## config.mk

```make
export PLATFORM = sky130hd
export DESIGN_NAME = fetch_unit
export DESIGN_NICKNAME = d
export VERILOG_FILES = /design/src/rtl/fetch_unit.sv
export SDC_FILE = /design/constraint.sdc
export NUM_CORES = 1
export LEC_CHECK = 0
export CORE_UTILIZATION = 30
export CTS_BUF_LIST = sky130_fd_sc_hd__clkbuf_8
export DETAILED_ROUTE_END_ITERATION = 8
export GPL_ROUTABILITY_DRIVEN = 0
export PLACE_DENSITY_LB_ADDON = 0.15
export SYNTH_ARGS = -nofsm -noshare
export SYNTH_HDL_FRONTEND = slang
export SYNTH_SLANG_ARGS = --single-unit
export TNS_END_PERCENT = 50
```

## constraint.sdc

```tcl
create_clock -name clk -period 3.5 [get_ports clk]
set_clock_uncertainty 0.1 [all_clocks]
set_input_delay 1.05 -clock clk [delete_from_list [all_inputs] [get_ports clk]]
set_output_delay 1.05 -clock clk [all_outputs]
set_load 0.1 [all_outputs]
```

## src/rtl/fetch_unit.sv

```systemverilog
// rtl/fetch_unit.sv - instruction fetch stage: fetch PC, icache requests, 2-entry decode queue
//
// Ports:
//   clk, rst_n        clock, asynchronous active-low reset
//   pc_nxt, redirect  branch/jump target from the PC control unit and its load strobe
//   pc                registered fetch PC exported to the PC control unit
//   icache_ren/addr   word read request toward the instruction cache
//   icache_rdata      returned instruction, valid when ren=1 and stall=0
//   icache_stall      cache busy; the request is held unchanged while high
//   if_valid/inst/pc  head of the queue toward decode
//   id_ready          decode consumes the head this cycle
module fetch_unit #(
    parameter logic [31:0] RESET_PC = 32'h0000_0000
) (
    input  logic        clk,
    input  logic        rst_n,
    input  logic [31:0] pc_nxt,
    input  logic        redirect,
    output logic [31:0] pc,
    output logic        icache_ren,
    output logic [29:0] icache_addr,
    input  logic [31:0] icache_rdata,
    input  logic        icache_stall,
    output logic        if_valid,
    output logic [31:0] if_inst,
    output logic [31:0] if_pc,
    input  logic        id_ready
);

    typedef enum logic [1:0] {
        IDLE  = 2'd0,
        FETCH = 2'd1,
        DRAIN = 2'd2
    } state_t;

    state_t      state;
    state_t      state_nxt;
    logic [31:0] req_pc;
    logic        pend;       // a request was issued and stalled last cycle; it is still owed to the cache
    logic [1:0]  count;
    logic [31:0] e0_pc, e0_inst, e1_pc, e1_inst;

    logic        pop;
    logic        room;
    logic        complete;
    logic        push;
    logic        flush;
    logic        load_pc;
    logic [31:0] cur_req_pc;

    assign if_valid = (count != 2'd0);
    assign if_inst  = e0_inst;
    assign if_pc    = e0_pc;

    assign pop  = if_valid & id_ready;
    // A pop this cycle frees a slot before the return can be written, so a full queue may still issue.
    assign room = (count != 2'd2) | pop;

    // A fresh request is addressed from pc; a held request keeps the address latched when it was issued.
    assign cur_req_pc = pend ? req_pc : pc;

    always_comb begin
        state_nxt   = state;
        icache_ren  = 1'b0;
        icache_addr = pc[31:2];
        case (state)
            IDLE: begin
                state_nxt = FETCH;
            end
            FETCH: begin
                if (pend) begin
                    icache_ren  = 1'b1;
                    icache_addr = req_pc[31:2];
                end else begin
                    icache_ren  = room;
                    icache_addr = pc[31:2];
                end
                // A redirect cannot withdraw a stalled request; wait it out in DRAIN.
                if (redirect && icache_ren && icache_stall)
                    state_nxt = DRAIN;
            end
            DRAIN: begin
                icache_ren  = 1'b1;
                icache_addr = req_pc[31:2];
                if (!icache_stall)
                    state_nxt = FETCH;
            end
            default: begin
                state_nxt = IDLE;
            end
        endcase
    end

    assign complete = icache_ren & ~icache_stall;
    // Returns in DRAIN are wrong-path and returns in a redirect cycle are superseded.
    assign push     = complete & (state == FETCH) & ~redirect;
    assign flush    = redirect & (state == FETCH);
    assign load_pc  = redirect & (state != IDLE);

    always_ff @(posedge clk or negedge rst_n) begin
        if (!rst_n) begin
            state   <= IDLE;
            pc      <= RESET_PC;
            req_pc  <= RESET_PC;
            pend    <= 1'b0;
            count   <= 2'd0;
            e0_pc   <= 32'h0;
            e0_inst <= 32'h0;
            e1_pc   <= 32'h0;
            e1_inst <= 32'h0;
        end else begin
            state <= state_nxt;
            pend  <= icache_ren & icache_stall;

            if (icache_ren && !pend)
                req_pc <= pc;

            if (load_pc)
                pc <= pc_nxt & 32'hFFFF_FFFC;
            else if (push)
                pc <= pc + 32'd4;

            if (flush) begin
                count <= 2'd0;
            end else begin
                case ({push, pop})
                    2'b10: begin
                        if (count == 2'd0) begin
                            e0_pc   <= cur_req_pc;
                            e0_inst <= icache_rdata;
                        end else begin
                            e1_pc   <= cur_req_pc;
                            e1_inst <= icache_rdata;
                        end
                        count <= count + 2'd1;
                    end
                    2'b01: begin
                        e0_pc   <= e1_pc;
                        e0_inst <= e1_inst;
                        count   <= count - 2'd1;
                    end
                    2'b11: begin
                        if (count == 2'd1) begin
                            e0_pc   <= cur_req_pc;
                            e0_inst <= icache_rdata;
                        end else begin
                            e0_pc   <= e1_pc;
                            e0_inst <= e1_inst;
                            e1_pc   <= cur_req_pc;
                            e1_inst <= icache_rdata;
                        end
                    end
                    default: begin
                    end
                endcase
            end
        end
    end

endmodule

```

======== Word level (Yosys, flattened, before mapping) ========
Index checks and enable logic that the tools add are counted.
Widths: inputs -> output; s select.
word-level totals
  register bits ........................... 197
  output and inout port bits .............. 128
  word-level logic and storage cells ...... 75
operators by class
  $add $sub $neg .......................... 3
  eq/ne operators ......................... 12
  mux-type cells .......................... 25
  bitwise logic cells ..................... 11
  reduce and logical (&&, ||, !) cells .... 15
operator list
  cell                   number
  $mux 32                11
  $pmux 32 s3            2
  $pmux 32 s2            2
  $pmux 30 s2            1
  $add 32x3->32 const B  1
  $mux 30                1
  $ne 2x2->1 const B     6
  $reduce_bool 2->1      4
  $and 1x1->1            7
  $eq 2x1->1 const B     3
  $eq 2x2->1 const B     3
  $mux 2                 3
  $pmux 2 s3             1
  $reduce_bool 3->1      2
  $logic_not 2->1        2
  $pmux 2 s2             1
  $reduce_and 4->1       1
  $logic_and 1x1->1      3
  $not 1->1              3
  $reduce_and 3->1       1
  $add 2x1->2 const B    1
  $mux 1                 2
  $pmux 1 s2             1
  $reduce_and 2->1       1
  3 further kinds        3

======== Depth between registers and ports, before layout ========
  word-level depth ........................ 12
  mapped depth ............................ 12
  gate-level depth less buffers ........... 7

======== Least setup slack after synthesis ========
OpenSTA, ideal clock, no wires.
  kind .................................... register to output
  start ................................... reg state[0]
  end ..................................... out icache_addr[0]
  arrival time ............................ 2.242 ns
  data required time ...................... 2.350 ns
  slack ................................... 0.108 ns
  stages on the path, launching flop included .. 8
  path buffers ............................ 2
  cells stage by stage .................... dfrtp_1 -> inv_1 -> ha_1 -> clkbuf_1 -> a21oi_1 -> nor2b_1 -> clkbuf_1 -> a22o_1
on the way
  cells in the longest elaborated chain, start to end .. 2
  elaborated cells on any way between the ends .. 3
  those cells by class .................... 2 x eq/ne; 1 x mux
RTL lines
  what                                             RTL line  RTL
  start: declaration                               36        state_t state;
  start signal: assignment                         112       state <= state_nxt;
  $eq 2x2->1 / $eq 2x1->1 (equally long branches)  66        case (state)
  $pmux 30 s2 *                                    66
  end: declaration                                 21        output logic [29:0] icache_addr,
Every way passes the cells marked *; elsewhere a longest branch is shown, timed or not.

======== Worst setup path after layout ========
  start ................................... reg state[0]
  end ..................................... out icache_addr[17]
The elaborated chain is that of the path after synthesis.

==> metrics.txt <==
status complete, but fails checks; violated checks design-rule violations; die area roughly 32,000 um2; layout cell share with drive strength beyond 1 0.3389; Post-route DRC 17; Layout Nets around 1,100; Critical path buffers and inverters 3; Layout fillers about 3,000; area of the multi-input gates 4219 um2; Synth Register Bits 190; vias in the first global route about 6,500; Placed Instances between 1,000 and 1,500; synthesized instance count around 840; CTS Buffer Depth 2; Critical Path AT ~2.3 ns; Storage cell area 4756 um2; Final HPWL DP 17.24 mm; clock root cell clkbuf_8; Synth async-reset ratio 1.000; drt pass-1 iters 9; num ports between 150 and 200; fmax roughly 0.29 GHz; IO buf count roughly 190; Netlist cell types 57; Warnings, synthesis 0; Via Count about 6,600; commonest non-fill, non-tap cell in the layout dfrtp_1; CP Launch Type flop; CP most frequent cell buf_12; Final Core Density 0.4009; worst skew pair latency 0.46 ns; global-route wire length before repair approximately 38 mm; EDFF count, synth 0; Slew Limit Fails 0; Critical Path RT ~2.4 ns; Placeable Area slightly above 30,000 um2; crit-path max FO 30; TritonCTS Buffers 17; worst hold path type reg2reg; Min Hold Slack 0.3871 ns; RSZ-0062 raised after global routing true; Vias/cell 4.654; cell area after synthesis roughly 9500 um2; post-route clock period utilization 0.9777; most frequent cells in the layout dfrtp_1 (189), mux2_2 (125), buf_4 (114); cell family with most CP delay buffers and inverters; top_reg_cell synth dfrtp_1; Critical Path, Cell by Cell inv_1, ha_1, nor2b_2, buf_12, a22o_1, buf_12; grt ovf 0; Antenna Nets Post-Route 0; initial antenna violation count 0; Initial Util 0.3074; Initial DRC Count 356; Syn-to-layout area delta 30.42%; Die W ~180 um; chip height 179.7 um; max cap viols 0; num rows 64; slew margin rel. 0.4104; All-Layer GR Usage 0.1517; Avg Inst Size Synth approximately 11 um2; slowest cell on the critical path dfrtp_1; H-tree depth 4; CP Capture Type output pin; TritonCTS clock tree done; largest net degree at the start of global routing 64; critical path type reg2out; Hold Fails Final Rpt 0; # diodes 0; Slew @ Worst Pin slightly below 0.9 ns; final cell count without fillers 1,420; Hold Buf Count CTS 0; CP max stage delay approximately 0.44 ns; register area share after synthesis 0.5017; CTS clk-pin slew, worst paths roughly 0.11 ns; DRT Wirelength ~24 mm; setup bufs post-CTS 0; TritonCTS Sinks between 150 and 200; WL/cell 16.90 um; min Tclk post-route 3.422 ns; endpoints failing setup 0
==> registers in the layout, summed over array words and instances (netlist names) <==
| name | count |
|---|---|
| req_pc | 30 |
| if_pc | 31 |
| e1_pc | 30 |
| pend | 1 |
| pc | 30 |
| count | 2 |
| if_inst | 32 |
| e1_inst | 32 |
| state | 2 |
==> metal layers <==
metal / wire (um) / global-route usage / vias up
met1: 11990 / 0.2321 / 3170
met2: 10430 / 0.2162 / 171
met5: 0 / 0 / -
li1: - / - / 3262
met3: 1437 / 0.03059 / 6
met4: 142 / 0.03483 / 0
==> cells in the mapped netlist (2+ instances only) <==
cell type	n	area [um2]
nand3_1	9	45.04
buf_6	9	101.4
clkbuf_8	3	41.29
clkbuf_1	20	75.07
a211oi_1	2	15.01
nor2_1	47	176.4
nor3_1	8	40.04
o21ai_0	47	235.2
or2_2	2	12.51
nand2_1	70	262.8
o21ai_1	12	60.06
nor4_2	4	50.05
buf_4	7	52.55
buf_2	26	130.1
a22o_1	30	262.8
dfrtp_1	190	4755
mux2i_1	60	600.6
inv_1	40	150.1
clkbuf_2	2	10.01
nor2b_1	3	18.77
and3_1	3	18.77
and2_1	2	12.51
mux2_2	125	1408
o211ai_1	4	30.03
nor4_4	2	42.54
ha_1	9	112.6
a21oi_1	39	195.2
nor3_2	5	50.05
nand4_1	7	43.79
xnor2_1	24	210.2
==> cells by family (layout without fill, tap and decap cells) <==
kind of cell             count (synthesis)  after routing  share of synthesized area
multiplexers                           185            185                     0.2119
other                                    1              2                  0.0003957
XOR/XNOR                                25             25                    0.02310
adder cells (fa/ha/maj)                  9              9                    0.01188
flip-flops                             190            190                     0.5017
buffers and inverters                  107            292                    0.05914
AO/OA/AOI/OAI                          146            146                    0.09743
AND/OR/NAND/NOR                        175            175                    0.09452
==> timing repair <==
action	4_1_cts	5_1_grt
resized for setup	1	4
endpoints found under the setup margin	1	9
hold endpoints to repair	0	0
==> metrics by stage <==
stage,setup slack (ns),cell area (um2),setup TNS (ns)
finish,0.07809,12360,0
global placement,0.03645,11930,0
floorplan,0.1079,9482,0
global route,-0.02593,12360,-0.1094
CTS,0.05212,12350,0
detailed placement,0.07382,11930,0
==> path summary, 6_finish.rpt <==
check                          start              end  slack, ns  depth (start not counted)
min reg2reg                e1_pc[17]        e1_pc[17]       0.39                          2
min                        e1_pc[17]        e1_pc[17]       0.39                          2
max reg2reg                     pend       req_pc[18]       0.80                          6
max in group asynchronous      rst_n        if_pc[27]       2.15                          2
min in group asynchronous      rst_n      e1_inst[11]       0.43                          1
max                         state[0]  icache_addr[17]       0.08                          6
==> tightest hold or removal path: cells and delay by family, from the launching register on <==
family	cells	cell delay (ns)
flip-flops	1	0.35
AO/OA/AOI/OAI	1	0.06
AND/OR/NAND/NOR	1	0.05
==> layout make-up <==
class	instances	area share
flip-flops and latches	190	0.3848
multi-input cells	542	0.3413
repair buffers	220	0.1878
well taps	396	0.04009
clock buffers	18	0.02004
clock inverters	14	0.01387
inverters	40	0.01215
Power is left out: the tool's default activity adds up to more than one toggle a clock period on the data nets, which glitch-free logic cannot reach.
